### src/rtl/vga_timing_pkg.sv
// Shared timing constants and helpers for the VGA raster generator and its
// per-axis counters.
package vga_timing_pkg;

    // 640x480 @ 60 Hz, 25.175 MHz pixel clock
    localparam int VGA640_H_ACTIVE = 640;
    localparam int VGA640_H_FP     = 16;
    localparam int VGA640_H_SYNC   = 96;
    localparam int VGA640_H_BP     = 48;
    localparam int VGA640_V_ACTIVE = 480;
    localparam int VGA640_V_FP     = 10;
    localparam int VGA640_V_SYNC   = 2;
    localparam int VGA640_V_BP     = 33;

    // 800x600 @ 60 Hz, 40 MHz pixel clock, positive syncs
    localparam int SVGA800_H_ACTIVE = 800;
    localparam int SVGA800_H_FP     = 40;
    localparam int SVGA800_H_SYNC   = 128;
    localparam int SVGA800_H_BP     = 88;
    localparam int SVGA800_V_ACTIVE = 600;
    localparam int SVGA800_V_FP     = 1;
    localparam int SVGA800_V_SYNC   = 4;
    localparam int SVGA800_V_BP     = 23;

    function automatic int total(input int active, input int fp,
                                 input int sync, input int bp);
        return active + fp + sync + bp;
    endfunction

endpackage

### src/rtl/timing_axis.sv
// One raster axis: a wrapping position counter with registered sync decode.
// The horizontal and vertical axes are both instances of this block.
module timing_axis
    import vga_timing_pkg::*;
#(
    parameter int ACTIVE = VGA640_H_ACTIVE,
    parameter int FP     = VGA640_H_FP,
    parameter int SYNC   = VGA640_H_SYNC,
    parameter int BP     = VGA640_H_BP,
    parameter int POL    = 0,
    localparam int TOTAL = total(ACTIVE, FP, SYNC, BP),
    localparam int W     = $clog2(TOTAL)
) (
    input  logic         clk,
    input  logic         rst_n,
    input  logic         inc,
    input  logic         clr,
    output logic [W-1:0] count,
    output logic         wrap,
    output logic         sync,
    output logic         active
);

    localparam logic [W-1:0] LAST      = W'(TOTAL - 1);
    localparam logic [W-1:0] ACT_END   = W'(ACTIVE);
    localparam logic [W-1:0] SYNC_BEG  = W'(ACTIVE + FP);
    localparam logic [W-1:0] SYNC_END  = W'(ACTIVE + FP + SYNC);
    localparam logic         ASSERTED  = 1'(POL);

    logic [W-1:0] count_d, count_q;
    logic         sync_d, sync_q;
    logic         terminal;

    // Decode is taken from the next count so sync lines up with the count
    // register it is presented alongside.
    always_comb begin
        // NOTE: every signal gets a default first, so no path leaves one unassigned and no latch is inferred.
        count_d  = count_q;
        terminal = (count_q == LAST);
        wrap     = terminal & inc & ~clr;
        if (clr) begin
            count_d = '0;
        end else if (inc) begin
            count_d = terminal ? '0 : count_q + W'(1);
        end
        active = (count_d < ACT_END);
        sync_d = (count_d >= SYNC_BEG && count_d < SYNC_END) ? ASSERTED : ~ASSERTED;
    end

    // NOTE: sequential state uses non-blocking assignments so every flop samples pre-edge values.
    always_ff @(posedge clk or negedge rst_n) begin
        if (!rst_n) begin
            count_q <= '0;
            sync_q  <= ~ASSERTED;
        end else begin
            count_q <= count_d;
            sync_q  <= sync_d;
        end
    end

    assign count = count_q;
    assign sync  = sync_q;

endmodule

### src/rtl/vga_timing_gen.sv
// Parametrised VGA raster timing generator: sync, data-enable, blanking,
// row/column position and line/frame strobes, gated by a pixel clock enable.
module vga_timing_gen
    import vga_timing_pkg::*;
#(
    parameter int H_ACTIVE   = VGA640_H_ACTIVE,
    parameter int H_FP       = VGA640_H_FP,
    parameter int H_SYNC     = VGA640_H_SYNC,
    parameter int H_BP       = VGA640_H_BP,
    parameter int V_ACTIVE   = VGA640_V_ACTIVE,
    parameter int V_FP       = VGA640_V_FP,
    parameter int V_SYNC     = VGA640_V_SYNC,
    parameter int V_BP       = VGA640_V_BP,
    parameter int H_SYNC_POL = 0,
    parameter int V_SYNC_POL = 0,
    localparam int H_TOTAL   = total(H_ACTIVE, H_FP, H_SYNC, H_BP),
    localparam int V_TOTAL   = total(V_ACTIVE, V_FP, V_SYNC, V_BP)
) (
    input  logic                       clk,
    input  logic                       rst_n,
    input  logic                       pix_ce,
    input  logic                       en,
    input  logic                       restart,
    output logic                       hsync,
    output logic                       vsync,
    output logic                       de,
    output logic                       vblank,
    output logic [$clog2(H_TOTAL)-1:0] col,
    output logic [$clog2(V_TOTAL)-1:0] row,
    output logic                       line_start,
    output logic                       frame_start
);

    if (H_ACTIVE < 1 || H_FP < 1 || H_SYNC < 1 || H_BP < 1 ||
        V_ACTIVE < 1 || V_FP < 1 || V_SYNC < 1 || V_BP < 1) begin : g_bad_timing
        $fatal(1, "vga_timing_gen: every timing parameter must be >= 1");
    end
    if (!(H_SYNC_POL inside {0, 1}) || !(V_SYNC_POL inside {0, 1})) begin : g_bad_pol
        $fatal(1, "vga_timing_gen: sync polarity must be 0 or 1");
    end

    logic step;
    logic h_wrap, h_active;
    logic v_wrap, v_active;
    logic first_restart;
    logic restart_seen_d, restart_seen_q;
    logic line_start_d, line_start_q;
    logic frame_start_d, frame_start_q;
    logic de_d, de_q;
    logic vblank_d, vblank_q;

    timing_axis #(
        .ACTIVE (H_ACTIVE),
        .FP     (H_FP),
        .SYNC   (H_SYNC),
        .BP     (H_BP),
        .POL    (H_SYNC_POL)
    ) u_h_axis (
        .clk    (clk),
        .rst_n  (rst_n),
        .inc    (step),
        .clr    (restart),
        .count  (col),
        .wrap   (h_wrap),
        .sync   (hsync),
        .active (h_active)
    );

    timing_axis #(
        .ACTIVE (V_ACTIVE),
        .FP     (V_FP),
        .SYNC   (V_SYNC),
        .BP     (V_BP),
        .POL    (V_SYNC_POL)
    ) u_v_axis (
        .clk    (clk),
        .rst_n  (rst_n),
        .inc    (h_wrap),
        .clr    (restart),
        .count  (row),
        .wrap   (v_wrap),
        .sync   (vsync),
        .active (v_active)
    );

    // A held restart pulses the strobes only on its first cycle.
    always_comb begin
        step           = pix_ce & en & ~restart;
        restart_seen_d = restart;
        first_restart  = restart & ~restart_seen_q;
        line_start_d   = h_wrap | first_restart;
        frame_start_d  = (h_wrap & v_wrap) | first_restart;
        de_d           = h_active & v_active;
        vblank_d       = ~v_active;
    end

    always_ff @(posedge clk or negedge rst_n) begin
        if (!rst_n) begin
            restart_seen_q <= 1'b0;
            line_start_q   <= 1'b0;
            frame_start_q  <= 1'b0;
            de_q           <= 1'b1;
            vblank_q       <= 1'b0;
        end else begin
            restart_seen_q <= restart_seen_d;
            line_start_q   <= line_start_d;
            frame_start_q  <= frame_start_d;
            de_q           <= de_d;
            vblank_q       <= vblank_d;
        end
    end

    assign line_start  = line_start_q;
    assign frame_start = frame_start_q;
    assign de          = de_q;
    assign vblank      = vblank_q;

endmodule

### config.mk
export PLATFORM = sky130hd
export DESIGN_NAME = vga_timing_gen
export DESIGN_NICKNAME = d
export VERILOG_FILES = /design/src/rtl/vga_timing_pkg.sv /design/src/rtl/timing_axis.sv /design/src/rtl/vga_timing_gen.sv
export SDC_FILE = /design/constraint.sdc
export NUM_CORES = 1
export LEC_CHECK = 0
export ABC_CLOCK_PERIOD_IN_PS = 2500
export CAP_MARGIN = 20
export CORE_ASPECT_RATIO = 1.1
export CORE_MARGIN = 3
export CORE_UTILIZATION = 45
export CTS_CLUSTER_SIZE = 16
export DETAILED_ROUTE_END_ITERATION = 8
export GPL_ROUTABILITY_DRIVEN = 0
export PLACE_DENSITY_LB_ADDON = 0.25
export SLEW_MARGIN = 20
export SYNTH_ARGS = -nofsm -noshare
export SYNTH_HDL_FRONTEND = slang
export SYNTH_SLANG_ARGS = --single-unit
### constraint.sdc
create_clock -name clk -period 2.5 [get_ports clk]
set_input_delay 0.625 -clock clk [delete_from_list [all_inputs] [get_ports clk]]
set_output_delay 0.625 -clock clk [all_outputs]
set_load 0.03 [all_outputs]
==> results.json, run 1 <==
{
  "worst_pin_slew_ns": 0.453,
  "start_kind": "primary input",
  "route.detailed.drc": 0,
  "yosysWarningCount": 0,
  "fp.dieArea_um2": 4350,
  "vias_per_cell": 5.58,
  "fillers": 304,
  "synthArstFlopShare_pct": 100,
  "io_buffer_count": 30,
  "min_period_ns": 2.37,
  "slew_violations": 0,
  "cpLargestDelayFamily": "simple AND/OR/NAND/NOR gates",
  "rsz0062_at_grt": "false",
  "num_vias": 1452,
  "fin_nets": 221,
  "critPathSlowestCell": "or4_1",
  "fmax_ghz": 0.422,
  "cts_tree": "yes",
  "fp.dieW_um": 63.2,
  "grt_max_degree": 28,
  "slew_headroom_pct": 69.5,
  "p_leak_nw": 0.835,
  "grt_first_pass_wirelength_um": 6890,
  "final_layout_size_suffix_gt1_share_pct": 18.4,
  "wire_per_inst_um": 15.2,
  "syn_area_um2": 1620,
  "netlist_top_cells_area": "dfrtp_1 37%, dfstp_2 4.9%, nor2_1 3.7%, nand4_1 3.5%, xnor2_1 3.2%",
  "post-route-util_pct": 62.5,
  "drt-total-wl_um": 3940,
  "worstHoldPathType": "flop to flop",
  "antenna_found_initial": 0,
  "max_stage_delay_ns": 0.61,
  "fin_skew_ns": 0.00648,
  "start_util_pct": 47.8,
  "clkTransAtPathRegs_ns": 0.14,
  "numCtsBuffers": 3,
  "cp-end-kind": "flop",
  "synth_cell_types": 49,
  "clkSinkCount": 27,
  "firstDrtPassIters": 4,
  "status": "complete, no violations",
  "clockBufferDepth": 2,
  "path_class": "primary input to flop",
  "crit_chain": "clkdlybuf4s50_1 > and3b_1 > nand4_2 > or4_1 > a22oi_2 > a21o_1",
  "hold_violations": 0,
  "synth_area_per_cell_um2": 9.75,
  "path_max_fanout": 8,
  "powerDensity_nw_per_um2": 327,
  "synth_cells": 166,
  "synth_ff_type": "dfrtp_1",
  "cap_violations": 0,
  "htree_levels": 1,
  "crit_arrival_ns": 2.64,
  "io_pins": 31,
  "core-area_um2": 3390,
  "synth_area_leader_cell": "dfrtp_1",
  "holdBufCountCts": 0,
  "syn_nets": 174,
  "row_count": 22,
  "post-dp-hpwl_um": 3000,
  "setup_tns_ns": 0,
  "gr-total-overflow": 0,
  "antenna_cells": 0,
  "synth_edf_count": 0,
  "ys_seq_area_share_pct": 42.0,
  "grt_usage_pct": 20.0,
  "cp.buffers_inverters": 1,
  "cp_data_required_time_ns": 2.76,
  "die_height_um": 68.9,
  "clk_latency_ns": 0.32,
  "ant_nets": 0,
  "synth_top_cell_area_share_pct": 37.1,
  "setup_viol": 0,
  "drt_iter0_drc": 107,
  "grt_pass1_vias": 1528,
  "timing.final.crit_share_pct": 94.9,
  "vdd_ir_drop_max_mv": 0.197,
  "synth_seq_cells": 27,
  "syn_to_final_growth_pct": 30.6,
  "root_buffer": "clkbuf_4"
}
[worst min-delay path, stage by stage, from the launching register on]
cell and delay, ns:
dfrtp_1 0.35, nand2b_1 0.11, nand2_1 0.05
[worst paths after layout]
kind	from	endpoint	slack, ns	cells past startpoint
hold reg to reg	restart_seen_q$_DFF_PN0_	line_start$_DFF_PN0_	0.53	2
setup / recovery	pix_ce	vblank$_DFF_PN0_	0.13	6
min in group asynchronous	rst_n	u_v_axis.count[0]$_DFF_PN0_	0.66	2
hold / removal	restart_seen_q$_DFF_PN0_	line_start$_DFF_PN0_	0.53	2
max in group asynchronous	rst_n	u_h_axis.sync$_DFF_PN1_	1.53	2
setup reg to reg	u_h_axis.count[5]$_DFF_PN0_	vblank$_DFF_PN0_	0.29	5
[layout make-up]
| class | instances | area, um2 | share of cell area [%] |
|---|---|---|---|
| Sequential cell | 27 | 679 | 32.1 |
| Timing Repair Buffer | 50 | 450 | 21.3 |
| Tap cell | 48 | 60.1 | 2.84 |
| Multi-Input combinational cell | 126 | 880 | 41.6 |
| Inverter | 5 | 18.8 | 0.888 |
| Clock buffer | 4 | 26.3 | 1.24 |
[power breakdown]
| part | switching, mW | internal [mW] |
|---|---|---|
| Clock | 0.121 | 0.0623 |
| Combinational | 0.0359 | 0.0267 |
| Sequential | 0.00361 | 0.441 |
[cells in the final DEF (no fill, tap or decap), types with 2 or more instances in the layout]
cell type,instances
o31ai_1,3
nand4b_1,3
buf_4,20
nor3_1,2
nand2_1,12
nor4_1,2
a21oi_1,6
nor2_1,16
or4_1,5
dfrtp_1,24
a21oi_2,2
xor2_1,6
nand4_1,9
and3_1,2
inv_1,5
and2_1,2
o21ai_0,6
xnor2_1,6
nand2b_1,3
a21o_1,2
mux2i_1,2
nand3_1,7
clkdlybuf4s50_1,30
clkbuf_4,3
or3_1,3
ha_1,3
nand3b_1,3
dfstp_2,3
[through the flow]
stage	setup slack [ns]	hold slack [ns]	total power, mW	instance area (um2)	std cells
2_1_floorplan	0.333	0.329	0.474	1620	166
3_3_place_gp	-0.0938	0.499	0.514	2080	256
3_5_place_dp	-0.260	0.513	0.516	2080	256
4_1_cts	0.0883	0.536	0.705	2110	260
5_1_grt	0.0275	0.573	0.727	2110	260
6_report	0.128	0.533	0.691	2110	260
[sequential cells by signal (all words and copies together), names as in the netlist]
name and flops:
vblank 1, u_v_axis.sync 1, de 1, restart_seen_q 1, u_h_axis.sync 1, u_h_axis.count 10
u_v_axis.count 10, line_start 1, frame_start 1
[cell families (layout without fill, tap and decap cells)]
group	Yosys count	count (layout)	share of synthesized area, %
flops	27	27	42.0
buf+inv	13	59	4.02
simple gates	80	80	30.0
fa+ha+maj	3	3	2.32
compound gates	29	29	14.0
mux	2	2	1.24
xor+xnor	12	12	6.49
[what timing repair did]
item	CTS	global route
setup endpoints to repair	0	1
setup buffers	0	0
resized for setup	0	1
[per-layer routing]
metal / GRT usage, % / routed length (um) / vias up
li1: - / - / 708
met1: 23.8 / 1710 / 704
met2: 36.8 / 2030 / 34
met3: 2.43 / 145 / 6
met4: 9.16 / 55 / 0
met5: 0 / 0 / -
[cells in the mapped netlist (2+ instances only)]
cell,instances
nor2_1,16
inv_1,5
a21o_1,2
xor2_1,6
xnor2_1,6
dfrtp_1,24
o31ai_1,4
or3_1,3
nand2_1,12
nand4b_1,3
dfstp_2,3
clkbuf_1,4
nand3_1,7
nand2b_1,3
buf_6,2
nor4_1,2
nand4_1,9
nand3b_1,3
and3_1,2
a21oi_2,2
ha_1,3
and2_1,2
mux2i_1,2
o21ai_0,6
nor3_1,2
or4_1,5
a21oi_1,6
No activity file was read; power rests on OpenSTA's default activity.
==> run 2: changes to the inputs <==
--- a/config.mk
+++ b/config.mk
@@ -13,6 +13,7 @@
 export CTS_CLUSTER_SIZE = 16
 export DETAILED_ROUTE_END_ITERATION = 8
 export GPL_ROUTABILITY_DRIVEN = 0
+export GPL_TIMING_DRIVEN = 0
 export PLACE_DENSITY_LB_ADDON = 0.25
 export SLEW_MARGIN = 20
 export SYNTH_ARGS = -nofsm -noshare
==> results.json, run 2 (same netlist as run 1, synthesis figures left out) <==
{
  "fp.dieArea_um2": 4350,
  "status": "complete, no violations",
  "drt_iter0_drc": 79,
  "worst_pin_slew_ns": 0.590,
  "die_height_um": 68.9,
  "dp.cells": 244,
  "layout_commonest_cell": "clkdlybuf4s50_1",
  "antenna_cells": 0,
  "post-dp-hpwl_um": 2780,
  "io_pins": 31,
  "setup_ws_ns": 0.125,
  "gr-total-overflow": 0,
  "final_layout_size_suffix_gt1_share_pct": 13.0,
  "root_buffer": "clkbuf_4",
  "clockBufferDepth": 2,
  "pre_cts_ws_ns": -0.333,
  "grt_use_met1_pct": 22.8,
  "grt_util_met3_pct": 3.08,
  "numCtsBuffers": 3,
  "cts_tree": "yes",
  "firstDrtPassIters": 4,
  "final_cell_mix": "29 x clkdlybuf4s50_1, 24 x dfrtp_1, 16 x nor2_1",
  "start_kind": "primary input",
  "vias_per_cell": 5.77,
  "rsz0062_at_grt": "false",
  "htree_levels": 1,
  "fillers": 307,
  "fp.dieW_um": 63.2,
  "route.detailed.drc": 0,
  "grt_first_pass_wirelength_um": 6460,
  "start_util_pct": 47.8,
  "grt_max_degree": 28,
  "clkTransAtPathRegs_ns": 0.15,
  "fmax_ghz": 0.421,
  "cp-end-kind": "flop",
  "holdBufCountCts": 0,
  "slew_headroom_pct": 60.7,
  "io_buffer_count": 30,
  "syn_to_final_growth_pct": 25.0,
  "fin_cells": 248,
  "vdd_ir_drop_max_mv": 0.268,
  "timing.final.crit_share_pct": 95.0,
  "path_class": "primary input to flop",
  "grt_pass1_vias": 1425,
  "drt-total-wl_um": 3760,
  "grt_usage_pct": 19.0,
  "worstHoldPathType": "primary input to async pin",
  "power_mw": 0.684,
  "groute.layer.met2.usage_pct": 33.5,
  "powerDensity_nw_per_um2": 338,
  "core-area_um2": 3390,
  "setup_viol": 0,
  "row_count": 22,
  "p_leak_nw": 0.769,
  "post-route-util_pct": 59.8,
  "antenna_found_initial": 0,
  "num_vias": 1430,
  "wire_per_inst_um": 15.2,
  "ant_nets": 0,
  "min_period_ns": 2.37,
  "fin_skew_ns": 0.0110,
  "crit_arrival_ns": 2.62,
  "slew_violations": 0,
  "grt.busiest_layer": "met2",
  "cap_violations": 0,
  "clkSinkCount": 27,
  "hold_violations": 0,
  "clk_latency_ns": 0.33,
  "path_max_fanout": 10,
  "cp_data_required_time_ns": 2.75,
  "fin_nets": 209
}
[run 2: cell count changes in the layout (fill, tap and decap cells not counted), sizes merged]
cell           before  now
buf                20    6
clkbuf              4    7
clkdlybuf4s50      30   29
[run 2: per-stage QoR]
step	setup TNS, ns	area (um2)	hold WS [ns]
6_report	0	2020	0.274
5_1_grt	0	2020	0.302
4_1_cts	0	2010	0.300
3_5_place_dp	-1.37	1970	0.518
3_3_place_gp	-1.14	1980	0.488
2_1_floorplan	0	1620	0.329
[run 2: final cells by class]
class | instances | area (um2) | area share (%)
Tap cell | 48 | 60.1 | 2.97
Inverter | 5 | 18.8 | 0.928
Multi-Input combinational cell | 126 | 893 | 44.2
Timing Repair Buffer | 31 | 303 | 15.0
Buffer | 7 | 42.5 | 2.10
Sequential cell | 27 | 679 | 33.6
Clock buffer | 4 | 26.3 | 1.30
[run 2: power by group]
part,internal (mW),switching [mW],leakage (nW)
Sequential,0.441,0.00371,0.362
Clock,0.0625,0.126,0.0150
Combinational,0.0175,0.0333,0.392
[run 2: timing repair]
action	in CTS	in global routing
setup endpoints to repair	1	2
setup buffers	1	0
pin swaps	0	1
gates resized for setup	0	4
[run 2: final timing paths]
path,from,to,slack (ns),cells past startpoint
min reg2reg,restart_seen_q$_DFF_PN0_,line_start$_DFF_PN0_,0.53,2
min,rst_n,u_v_axis.count[0]$_DFF_PN0_,0.27,1
min in group clk,restart_seen_q$_DFF_PN0_,line_start$_DFF_PN0_,0.53,2
max in group asynchronous,rst_n,u_v_axis.count[9]$_DFF_PN0_,1.83,1
max reg2reg,u_h_axis.count[0]$_DFF_PN0_,u_h_axis.sync$_DFF_PN1_,0.25,6
max,restart,u_v_axis.sync$_DFF_PN1_,0.13,7
[run 2: critical path, stage by stage]
cell             delay [ns]
clkdlybuf4s50_1        0.51
and3b_1                0.33
nand4_2                0.17
buf_6                  0.19
or3_4                  0.38
a2111oi_4              0.30
nand4b_1               0.13
[run 2: routing by layer]
layer  wire length, um  up-vias  part of all wire (%)
li1                  -      683                     -
met1              1610      682                    43
met2              1880       54                    50
met3               169       11                   4.5
met4                99        0                   2.6
met5                 0        -                     0
==> run 3: changes to the inputs <==
--- a/config.mk
+++ b/config.mk
@@ -14,8 +14,9 @@
 export DETAILED_ROUTE_END_ITERATION = 8
 export GPL_ROUTABILITY_DRIVEN = 0
 export GPL_TIMING_DRIVEN = 0
-export PLACE_DENSITY_LB_ADDON = 0.25
+export PLACE_DENSITY = 0.81
 export SLEW_MARGIN = 20
 export SYNTH_ARGS = -nofsm -noshare
 export SYNTH_HDL_FRONTEND = slang
 export SYNTH_SLANG_ARGS = --single-unit
+export TNS_END_PERCENT = 100
==> results.json, run 3 (same netlist as run 1, synthesis figures left out) <==
{
  "status": "complete, no violations",
  "timing.final.crit_share_pct": 95.1,
  "vias_per_cell": 5.62,
  "path_max_fanout": 6,
  "antenna_found_initial": 0,
  "crit_start": "restart",
  "clkTransAtPathRegs_ns": 0.15,
  "grt_pass1_vias": 1312,
  "root_buffer": "clkbuf_4",
  "setup_viol": 0,
  "grt_usage_pct": 17.8,
  "cts_tree": "yes",
  "fp.dieArea_um2": 4350,
  "intPower_mw": 0.522,
  "vdd_ir_drop_max_mv": 0.189,
  "power_frac_seq_pct": 64.6,
  "syn_to_final_growth_pct": 24.3,
  "max_stage_delay_ns": 0.68,
  "post-dp-hpwl_um": 2600,
  "fin_skew_ns": 0.0106,
  "fin_cells": 249,
  "clkSinkCount": 27,
  "fillers": 292,
  "die_height_um": 68.9,
  "slew_headroom_pct": 59.5,
  "multi_input_area_um2": 875,
  "r2r_slack_ns": 0.23,
  "hold_violations": 0,
  "ant_nets": 0,
  "clk_latency_ns": 0.33,
  "gr-total-overflow": 0,
  "cp_data_required_time_ns": 2.75,
  "final_cell_mix": "29 x clkdlybuf4s50_1, 24 x dfrtp_1, 16 x nor2_1",
  "cap_violations": 0,
  "post-route-util_pct": 59.4,
  "slew_violations": 0,
  "final_layout_size_suffix_gt1_share_pct": 11.9,
  "power_mw": 0.689,
  "setup_ws_ns": 0.123,
  "grt_max_degree": 28,
  "numCtsBuffers": 3,
  "drt_iter0_drc": 52,
  "worst_pin_slew_ns": 0.607,
  "num_vias": 1400,
  "htree_levels": 1,
  "pwr-share-comb_pct": 7.5,
  "fp.dieW_um": 63.2,
  "worstHoldPathType": "primary input to async pin",
  "cp-end-kind": "flop",
  "drt-total-wl_um": 3510,
  "grt_first_pass_wirelength_um": 6070,
  "cts_resized": 0,
  "clockPowerShare_pct": 27.9,
  "row_count": 22,
  "pre_cts_ws_ns": -0.291,
  "wire_per_inst_um": 14.1,
  "path_class": "primary input to flop",
  "fmax_ghz": 0.421,
  "io_buffer_count": 30,
  "critPathSlowestCell": "or4_1",
  "dp.cells": 244,
  "p_leak_nw": 0.772,
  "crit_chain": "clkdlybuf4s50_1 > nand3b_1 > or4_1 > mux2i_1 > o21ai_0 > a211oi_1",
  "route.detailed.drc": 0,
  "timing.rr.start": "u_h_axis.count[0]$_DFF_PN0_",
  "io_pins": 31,
  "antenna_cells": 0,
  "switchingPower_mw": 0.167,
  "start_kind": "primary input",
  "fin_nets": 210,
  "firstDrtPassIters": 4,
  "crit_arrival_ns": 2.63,
  "holdBufCountCts": 0,
  "start_util_pct": 47.8,
  "powerDensity_nw_per_um2": 343,
  "core-area_um2": 3390,
  "postCtsSetupBuffers": 0,
  "seqCellArea_um2": 679,
  "switching_share_pct": 24.3,
  "layout_commonest_cell": "clkdlybuf4s50_1",
  "clockBufferDepth": 2,
  "min_period_ns": 2.38
}
==> run 3: cell count changes in the layout (fill, tap and decap cells not counted), sizes merged <==
cell | before | now
buf | 6 | 7
==> run 3: per-stage QoR <==
step | hold WS [ns] | setup TNS [ns] | cell area, um2
floorplan | 0.329 | 0 | 1620
global placement | 0.491 | -1.03 | 1980
detailed placement | 0.495 | -1.10 | 1970
CTS | 0.304 | 0 | 2000
global route | 0.314 | -0.0263 | 2010
finish | 0.275 | 0 | 2010
==> run 3: power groups by stage <==
stage | Sequential, mW | Combinational [mW] | Clock, mW
4_1_cts | 0.445 | 0.0505 | 0.195
6_report | 0.445 | 0.0515 | 0.193
3_5_place_dp | 0.453 | 0.0504 | 0
3_3_place_gp | 0.453 | 0.0505 | 0
2_1_floorplan | 0.460 | 0.0144 | 0
5_1_grt | 0.446 | 0.0563 | 0.212
==> run 3: routing by layer <==
layer | global-route usage [%] | part of all wire (%) | vias to the layer above
met5 | 0 | 0 | -
met4 | 5.66 | 1.5 | 0
met3 | 2.59 | 3.4 | 7
met2 | 30.0 | 46 | 36
met1 | 23.9 | 49 | 672
li1 | - | - | 685
==> run 3: final timing paths <==
check,to,cells past startpoint
max,de$_DFF_PN1_,6
min,u_v_axis.count[0]$_DFF_PN0_,1
max reg2reg,u_h_axis.sync$_DFF_PN1_,6
min reg2reg,line_start$_DFF_PN0_,2
max in group asynchronous,u_h_axis.count[9]$_DFF_PN0_,1
min in group clk,line_start$_DFF_PN0_,2
==> run 3: critical path, delay by kind of cell <==
| kind | cells | cell delay (ns) |
|---|---|---|
| buf+inv | 1 | 0.50 |
| compound gates | 2 | 0.35 |
| simple gates | 2 | 0.97 |
| mux | 1 | 0.18 |
==> run 3: final cells by class <==
| class | count | share of cell area, % |
|---|---|---|
| Buffer | 7 | 2.11 |
| Clock buffer | 4 | 1.31 |
| Timing Repair Buffer | 32 | 15.4 |
| Inverter | 5 | 0.933 |
| Multi-Input combinational cell | 126 | 43.5 |
| Tap cell | 48 | 2.99 |
| Sequential cell | 27 | 33.8 |
